$ cat config.mk
export PLATFORM = sky130hd
export DESIGN_NAME = issue_scheduler_flat
export DESIGN_NICKNAME = d
export VERILOG_FILES = /design/src/rtl/issue_scheduler_if.sv /design/src/rtl/issue_scheduler.sv /design/src/flat_wrapper.sv
export SDC_FILE = /design/constraint.sdc
export NUM_CORES = 1
export LEC_CHECK = 0
export ABC_AREA = 1
export BUFFER_PORTS_ARGS = -buffer_cell sky130_fd_sc_hd__buf_2
export CORE_MARGIN = 2
export CORE_UTILIZATION = 44
export CTS_BUF_LIST = sky130_fd_sc_hd__clkbuf_8 sky130_fd_sc_hd__clkbuf_16
export DETAILED_ROUTE_END_ITERATION = 8
export PLACE_DENSITY = 0.7
export SKIP_LAST_GASP = 1
export SLEW_MARGIN = 10
export SYNTH_ARGS = -nofsm -noshare
export SYNTH_HDL_FRONTEND = slang
export SYNTH_SLANG_ARGS = --single-unit
$ cat constraint.sdc
create_clock -name clk -period 4.5 [get_ports clk]
set_clock_uncertainty 0.1 [all_clocks]
set_input_delay 0.9 -clock clk [delete_from_list [all_inputs] [get_ports clk]]
set_output_delay 0.9 -clock clk [all_outputs]
set_load 0.1 [all_outputs]
$ cat src/rtl/issue_scheduler_if.sv
// Issue-stage bus between the decoder/fetch side and the issue scheduler.
//   master : decoder/fetch side (drives instruction and branch-resolution inputs)
//   slave  : issue_scheduler (drives stall, issue, ctrl_out, flush, stall_count)
// Signals:
//   instr_valid  decoded instruction present this cycle
//   ctrl_in      32-bit decoder control word
//   jmp_flag     current instruction is a JMP
//   br_resolved  outstanding BNE evaluated (1-cycle pulse)
//   br_taken     BNE outcome, meaningful only with br_resolved
//   stall        combinational hold request to fetch
//   issue        registered: ctrl_out carries a real instruction
//   ctrl_out     registered control word to datapath, zero on bubble
//   flush        registered 1-cycle fetch discard pulse
//   stall_count  saturating count of stall cycles
interface issue_scheduler_if #(
    parameter int unsigned CNT_W = 16
);
    logic             instr_valid;
    logic [31:0]      ctrl_in;
    logic             jmp_flag;
    logic             br_resolved;
    logic             br_taken;
    logic             stall;
    logic             issue;
    logic [31:0]      ctrl_out;
    logic             flush;
    logic [CNT_W-1:0] stall_count;

    modport master (
        output instr_valid, ctrl_in, jmp_flag, br_resolved, br_taken,
        input  stall, issue, ctrl_out, flush, stall_count
    );

    modport slave (
        input  instr_valid, ctrl_in, jmp_flag, br_resolved, br_taken,
        output stall, issue, ctrl_out, flush, stall_count
    );
endinterface

$ cat src/rtl/issue_scheduler.sv
// Issue-stage scheduler: issues the decoder's ctrl word or inserts a bubble.
// Blocks RAW hazards against in-flight register-file writes, holds issue while
// a BNE resolves, and pulses flush after a JMP or a taken branch.
// Ports:
//   clk  rising-edge clock
//   rst  synchronous active-high reset
//   bus  issue_scheduler_if.slave (instruction in, ctrl/issue/flush/stall out)
// Parameters:
//   DEPTH  cycles from issue to register-file writeback (1..8)
//   CNT_W  width of the saturating stall counter
module issue_scheduler #(
    parameter int unsigned DEPTH = 4,
    parameter int unsigned CNT_W = 16
) (
    input logic              clk,
    input logic              rst,
    issue_scheduler_if.slave bus
);

    typedef enum logic [1:0] {
        RUN     = 2'd0,
        WAIT_BR = 2'd1,
        FLUSH   = 2'd2
    } state_e;

    state_e           state_q, state_d;
    logic             issue_q, issue_d;
    logic [31:0]      ctrl_q, ctrl_d;
    logic             flush_q, flush_d;
    logic [CNT_W-1:0] cnt_q, cnt_d;
    logic [DEPTH-1:0] sb_vld_q, sb_vld_d;
    logic [4:0]       sb_rd_q [DEPTH];
    logic [4:0]       sb_rd_d [DEPTH];

    logic       stall;
    logic       raw_hit;
    logic       rt_used;
    logic [4:0] rs, rt, rd;
    logic       we_rf, sel_mux2, branch;

    assign rs       = bus.ctrl_in[31:27];
    assign rt       = bus.ctrl_in[26:22];
    assign rd       = bus.ctrl_in[21:17];
    assign we_rf    = bus.ctrl_in[13];
    assign sel_mux2 = bus.ctrl_in[11];
    assign branch   = bus.ctrl_in[9];

    // Immediate-form writers (LW/ADDI/ORI) use rt as destination, not source.
    assign rt_used = !(sel_mux2 && we_rf);

    // r0 never enters the scoreboard, but the source checks still exclude it
    // so a stray rd=0 entry could never cause a spurious stall.
    always_comb begin
        raw_hit = 1'b0;
        for (int unsigned i = 0; i < DEPTH; i++) begin
            if (sb_vld_q[i]) begin
                if ((rs != 5'd0) && (sb_rd_q[i] == rs)) begin
                    raw_hit = 1'b1;
                end
                if (rt_used && (rt != 5'd0) && (sb_rd_q[i] == rt)) begin
                    raw_hit = 1'b1;
                end
            end
        end
    end

    always_comb begin
        state_d = state_q;
        stall   = 1'b0;
        issue_d = 1'b0;
        ctrl_d  = '0;
        flush_d = 1'b0;
        unique case (state_q)
            RUN: begin
                stall = bus.instr_valid && raw_hit;
                if (bus.instr_valid && !raw_hit) begin
                    issue_d = 1'b1;
                    ctrl_d  = bus.ctrl_in;
                    if (branch) begin
                        state_d = WAIT_BR;
                    end else if (bus.jmp_flag) begin
                        // flush rises together with entry into FLUSH
                        state_d = FLUSH;
                        flush_d = 1'b1;
                    end
                end
            end
            WAIT_BR: begin
                stall = 1'b1;
                if (bus.br_resolved) begin
                    flush_d = bus.br_taken;
                    state_d = RUN;
                end
            end
            FLUSH: begin
                stall   = 1'b1;
                state_d = RUN;
            end
            default: begin
                state_d = RUN;
            end
        endcase
    end

    // Scoreboard shifts every cycle; the oldest entry falls off as its write completes.
    always_comb begin
        sb_vld_d[0] = issue_d && we_rf && (rd != 5'd0);
        sb_rd_d[0]  = rd;
        for (int unsigned i = 1; i < DEPTH; i++) begin
            sb_vld_d[i] = sb_vld_q[i-1];
            sb_rd_d[i]  = sb_rd_q[i-1];
        end
    end

    always_comb begin
        cnt_d = cnt_q;
        if (stall && (cnt_q != '1)) begin
            cnt_d = cnt_q + {{(CNT_W-1){1'b0}}, 1'b1};
        end
    end

    always_ff @(posedge clk) begin
        if (rst) begin
            state_q  <= RUN;
            issue_q  <= 1'b0;
            ctrl_q   <= '0;
            flush_q  <= 1'b0;
            cnt_q    <= '0;
            sb_vld_q <= '0;
            sb_rd_q  <= '{default: '0};
        end else begin
            state_q  <= state_d;
            issue_q  <= issue_d;
            ctrl_q   <= ctrl_d;
            flush_q  <= flush_d;
            cnt_q    <= cnt_d;
            sb_vld_q <= sb_vld_d;
            sb_rd_q  <= sb_rd_d;
        end
    end

    assign bus.stall       = stall;
    assign bus.issue       = issue_q;
    assign bus.ctrl_out    = ctrl_q;
    assign bus.flush       = flush_q;
    assign bus.stall_count = cnt_q;

endmodule

$ cat src/flat_wrapper.sv
// flat-port wrapper written by rule: the top's interface ports become plain ports
module issue_scheduler_flat 
#(
    parameter int unsigned DEPTH = 4,
    parameter int unsigned CNT_W = 16
)
  (clk, rst, bus_instr_valid, bus_ctrl_in, bus_jmp_flag, bus_br_resolved, bus_br_taken, bus_stall, bus_issue, bus_ctrl_out, bus_flush, bus_stall_count);
  issue_scheduler_if #(.CNT_W(CNT_W)) bus_i ();
  input logic clk;
  input logic rst;
  input wire logic [$bits(bus_i.instr_valid)-1:0] bus_instr_valid;
  input wire logic [$bits(bus_i.ctrl_in)-1:0] bus_ctrl_in;
  input wire logic [$bits(bus_i.jmp_flag)-1:0] bus_jmp_flag;
  input wire logic [$bits(bus_i.br_resolved)-1:0] bus_br_resolved;
  input wire logic [$bits(bus_i.br_taken)-1:0] bus_br_taken;
  output wire logic [$bits(bus_i.stall)-1:0] bus_stall;
  output wire logic [$bits(bus_i.issue)-1:0] bus_issue;
  output wire logic [$bits(bus_i.ctrl_out)-1:0] bus_ctrl_out;
  output wire logic [$bits(bus_i.flush)-1:0] bus_flush;
  output wire logic [$bits(bus_i.stall_count)-1:0] bus_stall_count;
  assign bus_i.instr_valid = bus_instr_valid;
  assign bus_i.ctrl_in = bus_ctrl_in;
  assign bus_i.jmp_flag = bus_jmp_flag;
  assign bus_i.br_resolved = bus_br_resolved;
  assign bus_i.br_taken = bus_br_taken;
  assign bus_stall = bus_i.stall;
  assign bus_issue = bus_i.issue;
  assign bus_ctrl_out = bus_i.ctrl_out;
  assign bus_flush = bus_i.flush;
  assign bus_stall_count = bus_i.stall_count;
  issue_scheduler #(.DEPTH(DEPTH), .CNT_W(CNT_W)) u_core (.clk(clk), .rst(rst), .bus(bus_i));
endmodule
==> summary.md, run 1 <==
| Metric | Value |
|---|---|
| Syn Nets | 504 |
| Switching Fraction | 31.3% |
| Die W | 92.6 um |
| Netlist cell types | 28 |
| Slew Viols, Final | 0 |
| Antenna diodes | 0 |
| WP data required | 3.50 ns |
| Tmin final | 3.39 ns |
| Gr usage total | 19.0% |
| Crit start category | input pin |
| Area Overhead vs Synth | 19.7% |
| Data arrival time of the worst path | 2.39 ns |
| CTS root buffer | clkbuf_8 |
| Vias per cell | 4.68 |
| Power per Cell Area | 383 mW/mm2 |
| RSZ-0062 raised after global routing | no |
| Slowest stage cell, crit path | buf_2 |
| Max Fclk | 295 MHz |
| Worst-path clk slew | 0.08 ns |
| PostCTS Resize Cnt | 0 |
| Dominant cell type by area after synthesis | dfxtp_1 |
| Core footprint | 0.00769 mm2 |
| Outcome | completed |
| Cell family contributing the most delay on the critical path | buffers and inverters |
| Total negative setup slack | 0 ns |
| I/O pins | 89 |
| Maximum fanout along the worst path | 5 |
| Initial DRC Count | 160 |
| Top_reg_cell synth | dfxtp_1 |
| Final GP Congestion | 0.916 |
| Gate power share | 18.5% |
| Largest net degree at the start of global routing | 41 |
| WS Path Type | input pin to primary output |
| Reg power frac | 45.0% |
| GR Overflow Total | 0 |
| FF+latch count, synth | 76 |
| Hold crit path type | flip-flop to flip-flop |
| Net Switching | 496 uW |
| CTS H-tree lvls | 3 |
| Int Pwr | 1090 uW |
| Final Cycle Share | 75.4% |
| Hold buffers post-CTS | 0 |
| Sequential share of the synthesized area | 44.0% |
| Post-Route WL | 7820 um |
| CP endpoint kind | primary output |
| Setup bufs post-CTS | 0 |
| Vias in the first global route | 2931 |
| Worst skew pair latency | 0.35 ns |
| Total clock sinks | 76 |
| Clk buf depth | 2 |
| Total power draw | 1580 uW |
| Hpwl dp | 5660 um |
| Row count | 32 |
| Leak | 0.00205 uW |
| Top post-synthesis cells by area | dfxtp_1 (44%), nand2_1 (9.9%), nor2_1 (9.4%), inv_1 (7.1%), xor2_1 (5.1%) |
| Reg2reg setup slack | 2.03 ns |
| Most used cell, CP | nand2_1 |
| DR WL/cell | 12.0 um |
| Number of I/O port buffers | 88 |
| Gate Count Post-Synth | 462 |
| CTS tree | yes |
| Max VDD drop | 0.000163 V |
| Cell Area, Synth | 0.00346 mm2 |
| Worst-Margin Slew | 0.719 ns |
| Most common cell in the netlist | nand2_1 |
| First-pass GRT wire length | 13000 um |
| Num CTS Buffers | 9 |
| Die height | 92.6 um |
| Vias after detailed routing | 3050 |
| CP Cell Sequence | buf_2 -> xnor2_1 -> nand2_1 -> nor2_1 -> nand2_1 -> nand2_1 -> nand2_1 -> nand2_2 -> o21ai_4 -> a21oi_1 -> buf_2 |
| Initial Util | 45.0% |
| Max cap viols | 0 |
| Fraction of layout cells with a size suffix above 1 | 24.7% |
| Syn_area_per_cell | 7.48 um2 |
| Asr flop ratio synth | 0% |
| Top cell type's share of synthesized area | 44.0% |
| Post-DRT Antenna Nets | 0 |
| Antenna violations before repair | 0 |
| Final hold violations | 0 |
| Max incr delay on CP | 0.45 ns |
| Filler instances | 771 |
| Leading cell types by count after synthesis | nand2_1 (91), nor2_1 (87), dfxtp_1 (76), inv_1 (65), nand4_1 (24) |
| Final setup vio count | 0 |
| Final nets | 587 |
| Die area | 0.00858 mm2 |
| YS warnings | 0 |
| Clock share of power | 36.5% |
| Number of synthesized flops with an enable pin | 0 |
| Remaining DRCs | 0 |
| Slew HR | 51.9% |
| WP buf/inv | 2 |
| Drt pass-1 iters | 4 |
## routing by layer
| layer | GRT usage (%) | wire (um) |
|---|---|---|
| met3 | 3.50 | 536 |
| met4 | 7.48 | 144 |
| met5 | 0 | 0 |
| met1 | 24.5 | 3550 |
| met2 | 31.4 | 3590 |
## power groups by stage
stage	logic (uW)	registers (uW)	clock network, uW
after floorplan	119	849	0
after global placement	289	727	0
after detailed placement	292	727	0
after CTS	294	712	592
after global routing	313	715	626
final	293	712	578
## path summary, 6_finish.rpt
kind / startpoint / endpoint / cells past startpoint
worst max-delay path: bus_ctrl_in[30] / bus_stall / 11
worst min-delay path: u_core.sb_vld_q[1] / u_core.sb_vld_q[2] / 2
worst max register to register: u_core.bus.stall_count[1] / u_core.bus.stall_count[1] / 10
worst min register to register: u_core.sb_vld_q[1] / u_core.sb_vld_q[2] / 2
## final cells by class
class | instances | area (um2) | area share (%)
clock buffers | 10 | 138 | 3.33
clock inverters | 6 | 87.6 | 2.12
inverters | 72 | 270 | 6.53
multi-input cells | 297 | 1550 | 37.3
flip-flops and latches | 76 | 1520 | 36.8
well taps | 102 | 128 | 3.08
repair buffers | 89 | 448 | 10.8
## flip-flops by register name, summed over array words and instances, names as in the netlist
name,flops
u_core.state_q,2
u_core.bus.stall_count,16
u_core.sb_rd_d,15
u_core.sb_rd_q,5
u_core.bus.issue,1
u_core.bus.flush,1
u_core.bus.ctrl_out,32
u_core.sb_vld_q,4
## worst min-delay path, cell delays in order, from the launching register on
cell and delay (ns):
dfxtp_1 0.31, inv_1 0.05, nor2_1 0.03
## metrics by stage
stage | setup slack, ns | hold slack, ns | utilization [%] | std cells | instance area [um2]
floorplan | 0.378 | 0.303 | - | 462 | 3460
global placement | 1.09 | 0.320 | 50.9 | 636 | 3910
detailed placement | 1.11 | 0.315 | 50.9 | 636 | 3910
CTS | 1.10 | 0.328 | 53.8 | 652 | 4140
global route | 0.982 | 0.345 | 53.8 | 652 | 4140
finish | 1.11 | 0.322 | 53.8 | 652 | 4140
## placed cells by master, fill, tap and decap left out, drive strengths merged, types with 4 or more instances in the layout
cell,netlist,layout
nand2,102,102
nor2,91,91
buf,13,89
dfxtp,76,76
inv,71,73
nand4,24,24
xor2,20,20
a21oi,19,19
xnor2,16,16
nand3,15,15
clkbuf,4,10
ha,4,4
## kinds of logic (layout without fill, tap and decap cells)
family | count (synthesis) | count (layout) | share of synthesized area [%]
AOI/OAI and AO/OA | 21 | 21 | 4.31
xor gates and xnor gates | 36 | 36 | 9.12
adders and majority gates | 4 | 4 | 1.45
buffers and inverters | 89 | 177 | 11.3
DFF | 76 | 76 | 44.0
and+or+nand+nor | 236 | 236 | 29.8
No activity file was read; power rests on OpenSTA's default activity.
==> run 2, diff against run 1 <==
- clock period: 4.5 -> 3.3 ns (I/O delays scaled with it)
==> run 2 against run 1 <==
  * Critical path depth stayed put
  * Utilization stayed put
  * Combinational power is 37% higher
  * Register-to-register slack worse by 1.1 ns
  * Non-clock buffer count is 1 higher
  * Sequential cell count stayed put
  * Via count is 0.20% higher
  * Final cell count stayed put
  * Largest power group unchanged
==> summary.md, run 2 (same netlist as run 1, synthesis figures left out) <==
| Metric | Value |
|---|---|
| Drt pass-1 iters | 4 |
| Final instance area | 0.00414 mm2 |
| WS Path Type | input pin to primary output |
| Cell family contributing the most delay on the critical path | buffers and inverters |
| WP buf/inv | 3 |
| Multi-input logic area | 0.00155 mm2 |
| Most common cell after layout, fill and taps aside | nand2_1 |
| Die area | 0.00858 mm2 |
| Gr usage total | 18.6% |
| CTS root buffer | clkbuf_8 |
| Most used cell, CP | nand2_1 |
| Antenna diodes | 0 |
| Top Usage Layer GRT | met2 |
| Worst slack, placed | 0.411 ns |
| Row count | 32 |
| Hold buffers post-CTS | 0 |
| Slew Viols, Final | 0 |
| Slew HR | 64.4% |
| Met1 Usage GRT | 23.4% |
| Hold crit path type | flip-flop to flip-flop |
| GR Util met3 | 3.34% |
| Final hold violations | 0 |
| Total negative setup slack | 0 ns |
| PostCTS Resize Cnt | 0 |
| Initial DRC Count | 87 |
| Fin worst setup slack | 0.411 ns |
| Clk buf depth | 2 |
| Layout Utilization | 53.8% |
| Largest net degree at the start of global routing | 40 |
| Final setup vio count | 0 |
| Antenna violations before repair | 0 |
| GR Overflow Total | 0 |
| Sequential Area | 0.00152 mm2 |
| DR WL/cell | 11.8 um |
| Die height | 92.6 um |
| Final Cycle Share | 87.6% |
| Max VDD drop | 0.000276 V |
| Grt met2 use | 31.4% |
| Max incr delay on CP | 0.43 ns |
| Die W | 92.6 um |
| RSZ-0062 raised after global routing | no |
| Data arrival time of the worst path | 2.13 ns |
| Crit start category | input pin |
| Tmin final | 2.89 ns |
| Largest register FFs | 32 |
| Filler instances | 783 |
| Leak | 0.00205 uW |
| Num CTS Buffers | 9 |
| CP Cell Sequence | buf_2 -> inv_1 -> nand2_1 -> a21oi_1 -> nand3_1 -> nand2_1 -> nand2_1 -> nand2_1 -> o21ai_4 -> a21oi_2 -> buf_2 |
| Total clock sinks | 76 |
| Worst skew pair latency | 0.34 ns |
| Power per Cell Area | 514 mW/mm2 |
| Initial Util | 45.0% |
| First-pass GRT wire length | 12700 um |
| Non-filler cells, final | 652 |
| Placed Instance Area | 0.00392 mm2 |
| Max cap viols | 0 |
| Final nets | 588 |
| Hpwl dp | 5800 um |
| WP data required | 2.54 ns |
| Vias after detailed routing | 3056 |
| I/O pins | 89 |
| CTS tree | yes |
| Setup bufs post-CTS | 0 |
| Worst-Margin Slew | 0.532 ns |
| Worst-path clk slew | 0.07 ns |
| Cells after DPL | 637 |
| Vias in the first global route | 2820 |
| Vias per cell | 4.69 |
| Max Fclk | 346 MHz |
| Final GP Congestion | 0.848 |
| Fraction of layout cells with a size suffix above 1 | 25.1% |
| Post-DRT Antenna Nets | 0 |
| Post-Route WL | 7720 um |
| Number of I/O port buffers | 88 |
| Remaining DRCs | 0 |
| CP endpoint kind | primary output |
| Core footprint | 0.00769 mm2 |
| Outcome | completed |
| Maximum fanout along the worst path | 6 |
| Area Overhead vs Synth | 19.7% |
| Slowest stage cell, crit path | buf_2 |
| CTS H-tree lvls | 3 |
| Most frequent cells in the layout | nand2_1 (91), buf_2 (88), nor2_1 (87) |
run 2: final cells by class:
cell class,count,share of cell area [%]
tap,102,3.08
clock inverter,6,2.18
multi-input combinational,297,37.4
clock buffer,9,2.99
sequential,76,36.8
timing repair buffer,90,11.0
inverter,72,6.53
run 2: worst reg2reg max path, delay by kind of cell, from the launching register on:
kind | cells | cell delay [ns]
DFF | 1 | 0.39
and+or+nand+nor | 9 | 1.60
adders and majority gates | 1 | 0.21
run 2: power by group:
part	leakage, uW	switching, uW	total (uW)	internal, uW
clock	0.000105	335	757	423
combinational	0.00133	314	400	85.2
sequential	0.000620	18.4	969	951
total	0.00205	668	2130	1460
run 2: path summary, 6_finish.rpt:
kind | slack (ns) | end | depth (start not counted) | start
max | 0.41 | bus_stall | 11 | bus_ctrl_in[25]
min | 0.33 | u_core.sb_vld_q[2] | 2 | u_core.sb_vld_q[1]
max reg2reg | 0.91 | u_core.bus.stall_count[1] | 10 | u_core.bus.stall_count[0]
min reg2reg | 0.33 | u_core.sb_vld_q[2] | 2 | u_core.sb_vld_q[1]
run 2: stage by stage:
step	total power, uW	hold WS [ns]
global placement	1390	0.316
detailed placement	1390	0.327
finish	2130	0.332
floorplan	1320	0.303
CTS	2150	0.332
global route	2220	0.348
run 2: metal layers:
metal / part of all wire (%) / up-vias
met1: 46 / 1393
met4: 1.3 / 0
li1: - / 1569
met5: 0 / -
met2: 47 / 85
met3: 5.5 / 9
